### src/rtl/gauss_pkg.sv
`default_nettype none
// ============================================================================
//  Module   : gauss_pkg
//  Purpose  : Shared types and helpers for the Gaussian convolution sequencer:
//             the sequencer state enum, the legal kernel-order range and width
//             helper functions for coordinates and coefficient indices.
//  Revision : 1.0  initial release
// ============================================================================
package gauss_pkg;

    typedef enum logic [1:0] {
        IDLE = 2'd0,
        RUN  = 2'd1,
        DONE = 2'd2
    } state_t;

    localparam int KSIZE_MIN = 3;
    localparam int KSIZE_MAX = 7;

    // Width needed to index n items; never below one bit.
    function automatic int coord_w(input int n);
        return (n > 1) ? $clog2(n) : 1;
    endfunction

    // Width of a flat coefficient index ky*k+kx.
    function automatic int coef_w(input int k);
        return coord_w(k * k);
    endfunction

    // Width of a single kernel axis index (ky or kx).
    function automatic int win_w(input int k);
        return coord_w(k);
    endfunction

endpackage
`default_nettype wire

### src/rtl/gauss_win_counter.sv
`default_nettype none
// ============================================================================
//  Module   : gauss_win_counter
//  Purpose  : Nested ky (outer) / kx (inner) kernel-window counter with
//             per-pixel bounds. kx wraps back to kx_lo and ky increments when
//             kx reaches kx_hi. load reseeds both axes for a new pixel.
//  Ports    : clk, rst_n          clock, asynchronous active-low reset
//             load, load_ky/kx    reseed for the next pixel (priority)
//             step                advance one tap inside the current pixel
//             ky_hi, kx_lo, kx_hi bounds of the current pixel
//             ky, kx              current window position
//             ky_nxt, kx_nxt      position after this cycle's load/step
//             wrap                current position is the pixel's last tap
//  Revision : 1.0  initial release
// ============================================================================
module gauss_win_counter
    import gauss_pkg::*;
#(
    parameter int KSIZE = 5,
    parameter int KW    = win_w(KSIZE)
) (
    input  logic          clk,
    input  logic          rst_n,
    input  logic          load,
    input  logic [KW-1:0] load_ky,
    input  logic [KW-1:0] load_kx,
    input  logic          step,
    input  logic [KW-1:0] ky_hi,
    input  logic [KW-1:0] kx_lo,
    input  logic [KW-1:0] kx_hi,
    output logic [KW-1:0] ky,
    output logic [KW-1:0] kx,
    output logic [KW-1:0] ky_nxt,
    output logic [KW-1:0] kx_nxt,
    output logic          wrap
);

    logic [KW-1:0] r_ky;
    logic [KW-1:0] r_kx;

    // The top never steps on the wrap tap (it loads instead), so ky cannot
    // run past ky_hi here.
    always_comb begin
        ky_nxt = r_ky;
        kx_nxt = r_kx;
        if (load) begin
            ky_nxt = load_ky;
            kx_nxt = load_kx;
        end else if (step) begin
            if (r_kx == kx_hi) begin
                kx_nxt = kx_lo;
                ky_nxt = r_ky + KW'(1);
            end else begin
                kx_nxt = r_kx + KW'(1);
            end
        end
    end

    always_ff @(posedge clk or negedge rst_n) begin
        if (!rst_n) begin
            r_ky <= '0;
            r_kx <= '0;
        end else begin
            r_ky <= ky_nxt;
            r_kx <= kx_nxt;
        end
    end

    assign ky   = r_ky;
    assign kx   = r_kx;
    assign wrap = (r_ky == ky_hi) && (r_kx == kx_hi);

endmodule
`default_nettype wire

### src/rtl/gauss_conv_sequencer.sv
`default_nettype none
// ============================================================================
//  Module   : gauss_conv_sequencer
//  Purpose  : Raster-order tap scheduler for a KSIZE x KSIZE Gaussian MAC.
//             For every output pixel of a ROWS x COLS frame it issues one tap
//             per kernel coefficient (ky outer, kx inner) with source
//             coordinates, flat address, coefficient index, in-bounds flag
//             and end-of-pixel marker. Taps advance on tap_valid & tap_ready.
//  Ports    : clk, rst_n        clock, asynchronous active-low reset
//             start             frame start (honoured in IDLE only)
//             busy, done        frame in progress / one-cycle completion
//             tap_valid/ready   tap handshake
//             tap_row/col/addr  source pixel (zero when out of bounds)
//             tap_coef          ky*KSIZE+kx
//             tap_inb, tap_last in-bounds flag, last tap of the pixel
//             out_row/col       output pixel being computed
//  Config   : GAUSS_SKIP_OOB_EN  when defined, out-of-bounds taps are not
//             issued; the window is clipped per pixel to the frame.
//  Revision : 1.0  initial release
// ============================================================================
module gauss_conv_sequencer
    import gauss_pkg::*;
#(
    parameter int ROWS  = 192,
    parameter int COLS  = 192,
    parameter int KSIZE = 5
) (
    input  logic                           clk,
    input  logic                           rst_n,
    input  logic                           start,
    output logic                           busy,
    output logic                           done,
    output logic                           tap_valid,
    input  logic                           tap_ready,
    output logic [coord_w(ROWS)-1:0]       tap_row,
    output logic [coord_w(COLS)-1:0]       tap_col,
    output logic [coord_w(ROWS*COLS)-1:0]  tap_addr,
    output logic [coef_w(KSIZE)-1:0]       tap_coef,
    output logic                           tap_inb,
    output logic                           tap_last,
    output logic [coord_w(ROWS)-1:0]       out_row,
    output logic [coord_w(COLS)-1:0]       out_col
);

    localparam int c_rw   = coord_w(ROWS);
    localparam int c_cw   = coord_w(COLS);
    localparam int c_aw   = coord_w(ROWS * COLS);
    localparam int c_kcw  = coef_w(KSIZE);
    localparam int c_kw   = win_w(KSIZE);
    localparam int c_half = KSIZE / 2;

`ifdef GAUSS_SKIP_OOB_EN
    localparam bit c_skip = 1'b1;
`else
    localparam bit c_skip = 1'b0;
`endif

    if ((KSIZE % 2) == 0 || KSIZE < KSIZE_MIN || KSIZE > KSIZE_MAX) begin : g_ksize_bad
        $error("gauss_conv_sequencer: KSIZE must be odd and within 3..7");
    end

    // Window bounds for pixel coordinate p on an axis of length n. Without
    // skipping, the whole kernel is walked and borders are flagged instead.
    function automatic logic [c_kw-1:0] lo_bound(input int p);
        if (c_skip && p < c_half)
            return c_kw'(c_half - p);
        return '0;
    endfunction

    function automatic logic [c_kw-1:0] hi_bound(input int p, input int n);
        if (c_skip && (p + c_half > n - 1))
            return c_kw'(n - 1 - p + c_half);
        return c_kw'(KSIZE - 1);
    endfunction

    state_t            r_state;

    logic              w_accept;
    logic              w_wrap;
    logic              w_frame_last;
    logic              w_step_pix;
    logic              w_load;
    logic              w_step;
    logic              w_upd;
    logic [c_rw-1:0]   w_nrow;
    logic [c_cw-1:0]   w_ncol;
    logic [c_kw-1:0]   w_cky_hi, w_ckx_lo, w_ckx_hi;
    logic [c_kw-1:0]   w_nky_lo, w_nky_hi, w_nkx_lo, w_nkx_hi;
    logic [c_kw-1:0]   w_ky, w_kx, w_ky_nxt, w_kx_nxt;
    int                w_sr, w_sc;
    logic              w_inb;
    logic [c_rw-1:0]   w_trow;
    logic [c_cw-1:0]   w_tcol;
    logic [c_aw-1:0]   w_taddr;
    logic [c_kcw-1:0]  w_tcoef;
    logic              w_tlast;

    // Pixel stepping: out_row/out_col double as the raster counters.
    always_comb begin
        w_accept     = (r_state == RUN) && tap_valid && tap_ready;
        w_frame_last = w_wrap && (out_row == c_rw'(ROWS - 1)) && (out_col == c_cw'(COLS - 1));
        w_step_pix   = w_accept && w_wrap && !w_frame_last;
        w_load       = ((r_state == IDLE) && start) || w_step_pix;
        w_step       = w_accept && !w_wrap;
        w_upd        = w_load || w_step;
        w_nrow       = out_row;
        w_ncol       = out_col;
        if (r_state == IDLE) begin
            w_nrow = '0;
            w_ncol = '0;
        end else if (w_step_pix) begin
            if (out_col == c_cw'(COLS - 1)) begin
                w_ncol = '0;
                w_nrow = out_row + c_rw'(1);
            end else begin
                w_ncol = out_col + c_cw'(1);
            end
        end
    end

    always_comb begin
        w_cky_hi = hi_bound(int'(out_row), ROWS);
        w_ckx_lo = lo_bound(int'(out_col));
        w_ckx_hi = hi_bound(int'(out_col), COLS);
        w_nky_lo = lo_bound(int'(w_nrow));
        w_nky_hi = hi_bound(int'(w_nrow), ROWS);
        w_nkx_lo = lo_bound(int'(w_ncol));
        w_nkx_hi = hi_bound(int'(w_ncol), COLS);
    end

    gauss_win_counter #(
        .KSIZE (KSIZE),
        .KW    (c_kw)
    ) u_win (
        .clk     (clk),
        .rst_n   (rst_n),
        .load    (w_load),
        .load_ky (w_nky_lo),
        .load_kx (w_nkx_lo),
        .step    (w_step),
        .ky_hi   (w_cky_hi),
        .kx_lo   (w_ckx_lo),
        .kx_hi   (w_ckx_hi),
        .ky      (w_ky),
        .kx      (w_kx),
        .ky_nxt  (w_ky_nxt),
        .kx_nxt  (w_kx_nxt),
        .wrap    (w_wrap)
    );

    // Tap about to be presented. Signed int arithmetic keeps the sign of
    // sources that fall above/left of the frame.
    always_comb begin
        w_sr    = int'(w_nrow) + int'(w_ky_nxt) - c_half;
        w_sc    = int'(w_ncol) + int'(w_kx_nxt) - c_half;
        w_inb   = (w_sr >= 0) && (w_sr < ROWS) && (w_sc >= 0) && (w_sc < COLS);
        w_trow  = w_inb ? c_rw'(w_sr) : '0;
        w_tcol  = w_inb ? c_cw'(w_sc) : '0;
        w_taddr = w_inb ? c_aw'(w_sr * COLS + w_sc) : '0;
        w_tcoef = c_kcw'(int'(w_ky_nxt) * KSIZE + int'(w_kx_nxt));
        w_tlast = (w_ky_nxt == w_nky_hi) && (w_kx_nxt == w_nkx_hi);
    end

    always_ff @(posedge clk or negedge rst_n) begin
        if (!rst_n) begin
            r_state   <= IDLE;
            busy      <= 1'b0;
            done      <= 1'b0;
            tap_valid <= 1'b0;
            tap_row   <= '0;
            tap_col   <= '0;
            tap_addr  <= '0;
            tap_coef  <= '0;
            tap_inb   <= 1'b0;
            tap_last  <= 1'b0;
            out_row   <= '0;
            out_col   <= '0;
        end else begin
            done <= 1'b0;
            case (r_state)
                IDLE: begin
                    if (start) begin
                        r_state   <= RUN;
                        busy      <= 1'b1;
                        tap_valid <= 1'b1;
                    end
                end
                RUN: begin
                    if (w_accept && w_frame_last) begin
                        r_state   <= DONE;
                        tap_valid <= 1'b0;
                        done      <= 1'b1;
                    end
                end
                DONE: begin
                    r_state <= IDLE;
                    busy    <= 1'b0;
                end
                default: r_state <= IDLE;
            endcase

            if (w_upd) begin
                out_row  <= w_nrow;
                out_col  <= w_ncol;
                tap_row  <= w_trow;
                tap_col  <= w_tcol;
                tap_addr <= w_taddr;
                tap_coef <= w_tcoef;
                tap_inb  <= w_inb;
                tap_last <= w_tlast;
            end
        end
    end

endmodule
`default_nettype wire
### config.mk
export PLATFORM = sky130hd
export DESIGN_NAME = gauss_conv_sequencer
export DESIGN_NICKNAME = d
export VERILOG_FILES = /design/src/rtl/gauss_pkg.sv /design/src/rtl/gauss_win_counter.sv /design/src/rtl/gauss_conv_sequencer.sv
export SDC_FILE = /design/constraint.sdc
export NUM_CORES = 1
export LEC_CHECK = 0
export ABC_AREA = 1
export CAP_MARGIN = 20
export CORE_MARGIN = 2
export CORE_UTILIZATION = 35
export CTS_CLUSTER_DIAMETER = 50
export DETAILED_ROUTE_END_ITERATION = 10
export PLACE_DENSITY = 0.54
export SYNTH_ARGS = -nofsm -noshare
export SYNTH_HDL_FRONTEND = slang
export SYNTH_HIERARCHICAL = 1
export SYNTH_SLANG_ARGS = --single-unit
### constraint.sdc
create_clock -name clk -period 5.1 [get_ports clk]
set_input_delay 1.53 -clock clk [delete_from_list [all_inputs] [get_ports clk]]
set_output_delay 1.53 -clock clk [all_outputs]
set_load 0.02 [all_outputs]
==> metrics.yaml <==
status:
  status: "finished, violations left"
  violations: "negative setup slack"
sta:
  final-hold-violation-count: 0
  setup_slack_ns: -0.404
  rsz0062_at_grt: "true"
  fin_crit_sh_pct: 108
  setup_viol: 5
  hold_slack_ns: 0.468
  skew_ns: 0.00967
  tns_ns: -1.40
  slew_viol_final: 0
  fin_crit_ns: 5.50
  max_freq_ghz: 0.182
setup_path:
  slowest_delay_ns: 0.36
  startpoint: "tap_ready"
  reg2reg_from: "u_win/ky[0]$_DFF_PN0_"
  required_ns: 5.33
  crit_path_max_fanout: 6
  criticalPathCategory: "primary input to register"
  arrival_ns: 5.73
  cp-endpoint: "tap_addr[14]$_DFFE_PN0P_"
  r2r_slack_ns: -0.24
  crit_path_end_kind: "register"
  rr_endpoint: "tap_addr[14]$_DFFE_PN0P_"
  crit_path_top_delay_cell: "fa_2"
  cp-start-kind: "primary input"
  worst-r2r-cell-count: 38
yosys:
  yosysWarnings: 6
  syn_area_mm2: 0.00513
  synthMostInstantiatedCell: "nand2_1"
  synth_top_cell_area_share_pct: 29.3
  synth_edf_count: 0
  synth-seq-area-share_pct: 29.3
  synth_cells: 679
  yosysUniqueCellTypes: 42
  avgSynthCellArea_um2: 7.56
  synth_seq_cells: 60
  synth_top_cell_by_area: "dfrtp_1"
  synth_commonest_cells: "192 x nand2_1, 86 x inv_1, 62 x ha_1"
  synth_ff_type: "dfrtp_1"
  synthTopCellsByArea: "dfrtp_1 29%, ha_1 15%, nand2_1 14%"
  async_flop_share_pct: 100
routing:
  drt-total-wl_um: 15400
  via_per_inst: 4.75
  antenna_left: 0
  drc: 0
  wl_per_cell_um: 13.9
  drt_iter0_markers: 132
  vias: 5244
  drtPass1Iterations: 4
global_routing:
  grt_pass1_vias: 5419
  overflow: 0
  grt_first_pass_wirelength_um: 25400
  grt_usage_pct: 19.9
  grt_max_degree: 43
  antenna_found_initial: 0
clocking:
  cts_tree: "built"
  ctsLongestPathBuffers: 2
  path_clk_slew_ns: 0.05
  clock_sinks: 60
  clk_root_buffer_cell: "clkbuf_16"
  numCtsBuffers: 9
  insertion_delay_ns: 0.34
  cts_hold_buf: 0
  ctsHtreeMaxLevel: 3
placement:
  place_inst: 1050
  dpl.hpwl_um: 11200
  gp_congestion: 0.825
  port-buffer-count: 61
  pre_cts_ws_ns: -1.31
die:
  initial_utilization_pct: 35.6
  rows: 44
  coreArea_mm2: 0.0144
  die_w_um: 125
  ioPinCount: 62
  die_h_um: 125
  dieArea_mm2: 0.0156
pwr:
  total_power_mw: 1.12
  p_leak_nw: 3.97
  powerDensity_mw_per_mm2: 140
  peakVddDrop_v: 0.000157
layout:
  area_delta_synth_final_pct: 55.9
  finalNonFillerCells: 1105
  nNetsFinal: 987
  layout-drive-gt1-share_pct: 34.1
  antenna_cells: 0
  n_fill_cell: 1345
job:
  max-cap-violations: 0
worst_hold_path:
  min_path_type: "register to register"
[state kept, by name, indices dropped and copies added, names as in the netlist]
signal / cells
tap_row: 8
tap_addr: 10
u_win/kx: 3
out_row: 8
tap_col: 8
done: 1
tap_inb: 1
tap_coef: 5
r_state: 2
busy: 1
out_col: 8
tap_valid: 1
u_win/ky: 3
tap_last: 1
[cell usage in the layout (no fill, tap or decap), drive strengths merged, types with 33 or more instances in the layout]
| cell | netlist | layout |
|---|---|---|
| ha | 62 | 62 |
| nand2 | 199 | 199 |
| dfrtp | 60 | 60 |
| a21oi | 33 | 33 |
| inv | 95 | 95 |
| o21ai | 46 | 46 |
| nand3 | 53 | 53 |
| nor2 | 36 | 36 |
| clkdlybuf4s50 | 0 | 58 |
| buf | 15 | 166 |
[through the flow]
stage / utilization (%) / cell area (µm²)
floorplan: - / 5370
global placement: 48.9 / 7050
detailed placement: 48.9 / 7050
CTS: 54.1 / 7800
global route: 55.4 / 8000
finish: 55.4 / 8000
[report_power, final]
part	leakage (nW)	total, mW	internal [mW]	switching (mW)
sequential	0.813	0.476	0.476	0
combinational	3.02	0.0261	0.00802	0.0180
clock	0.139	0.614	0.376	0.238
total	3.97	1.12	0.860	0.256
[routing by layer]
metal | track usage, % | wire, µm | share of wire (%)
met5 | 0 | 0 | 0
met4 | 5.03 | 205 | 1.3
met3 | 3.94 | 569 | 3.7
met1 | 24.6 | 6790 | 44
met2 | 35.7 | 7790 | 51
[worst max-delay path: cells and delay by family]
family,cells,cell delay (ns)
adders and majority gates,6,1.54
xor gates and xnor gates,1,0.16
buffers and inverters,9,0.75
and+or+nand+nor,13,1.19
AOI/OAI and AO/OA,5,0.56
[cells by family after synthesis]
logic type               count (synthesis)  synth area share [%]
XOR/XNOR                                32                  5.61
adder cells (fa/ha/maj)                 67                  17.1
flip-flops                              60                  29.3
AO/OA/AOI/OAI                           92                  10.5
buffers and inverters                  111                  8.90
AND/OR/NAND/NOR                        315                  28.5
other                                    2                 0.146
[what timing repair did]
| action | in CTS | in global routing |
|---|---|---|
| pin swaps | 45 | 27 |
| endpoints found under the setup margin | 27 | 14 |
| cloned | 0 | 0 |
| buffers inserted | 34 | 9 |
| gates resized for setup | 48 | 35 |
[cell type report]
cell class	count	area (µm²)	area share (%)
timing repair buffer	225	1860	23.3
sequential	60	1500	18.8
clock inverter	5	52.6	0.657
tap	184	230	2.88
clock buffer	11	233	2.91
inverter	96	375	4.69
multi-input combinational	524	3740	46.8
[worst min path at each step]
stage	start	end	slack, ns	depth (start not counted)
2_1_floorplan	r_state[1]$_DFFE_PN0P_	busy$_DFFE_PN0P_	0.48	1
3_3_place_gp	tap_coef[2]$_DFFE_PN0P_	tap_coef[2]$_DFFE_PN0P_	0.46	2
3_5_place_dp	tap_coef[1]$_DFFE_PN0P_	tap_coef[1]$_DFFE_PN0P_	0.46	2
4_1_cts	tap_coef[1]$_DFFE_PN0P_	tap_coef[1]$_DFFE_PN0P_	0.48	2
5_1_grt	tap_coef[0]$_DFFE_PN0P_	tap_coef[0]$_DFFE_PN0P_	0.50	2
6_report	tap_coef[0]$_DFFE_PN0P_	tap_coef[0]$_DFFE_PN0P_	0.47	2
(Power assumes the default switching activity.)
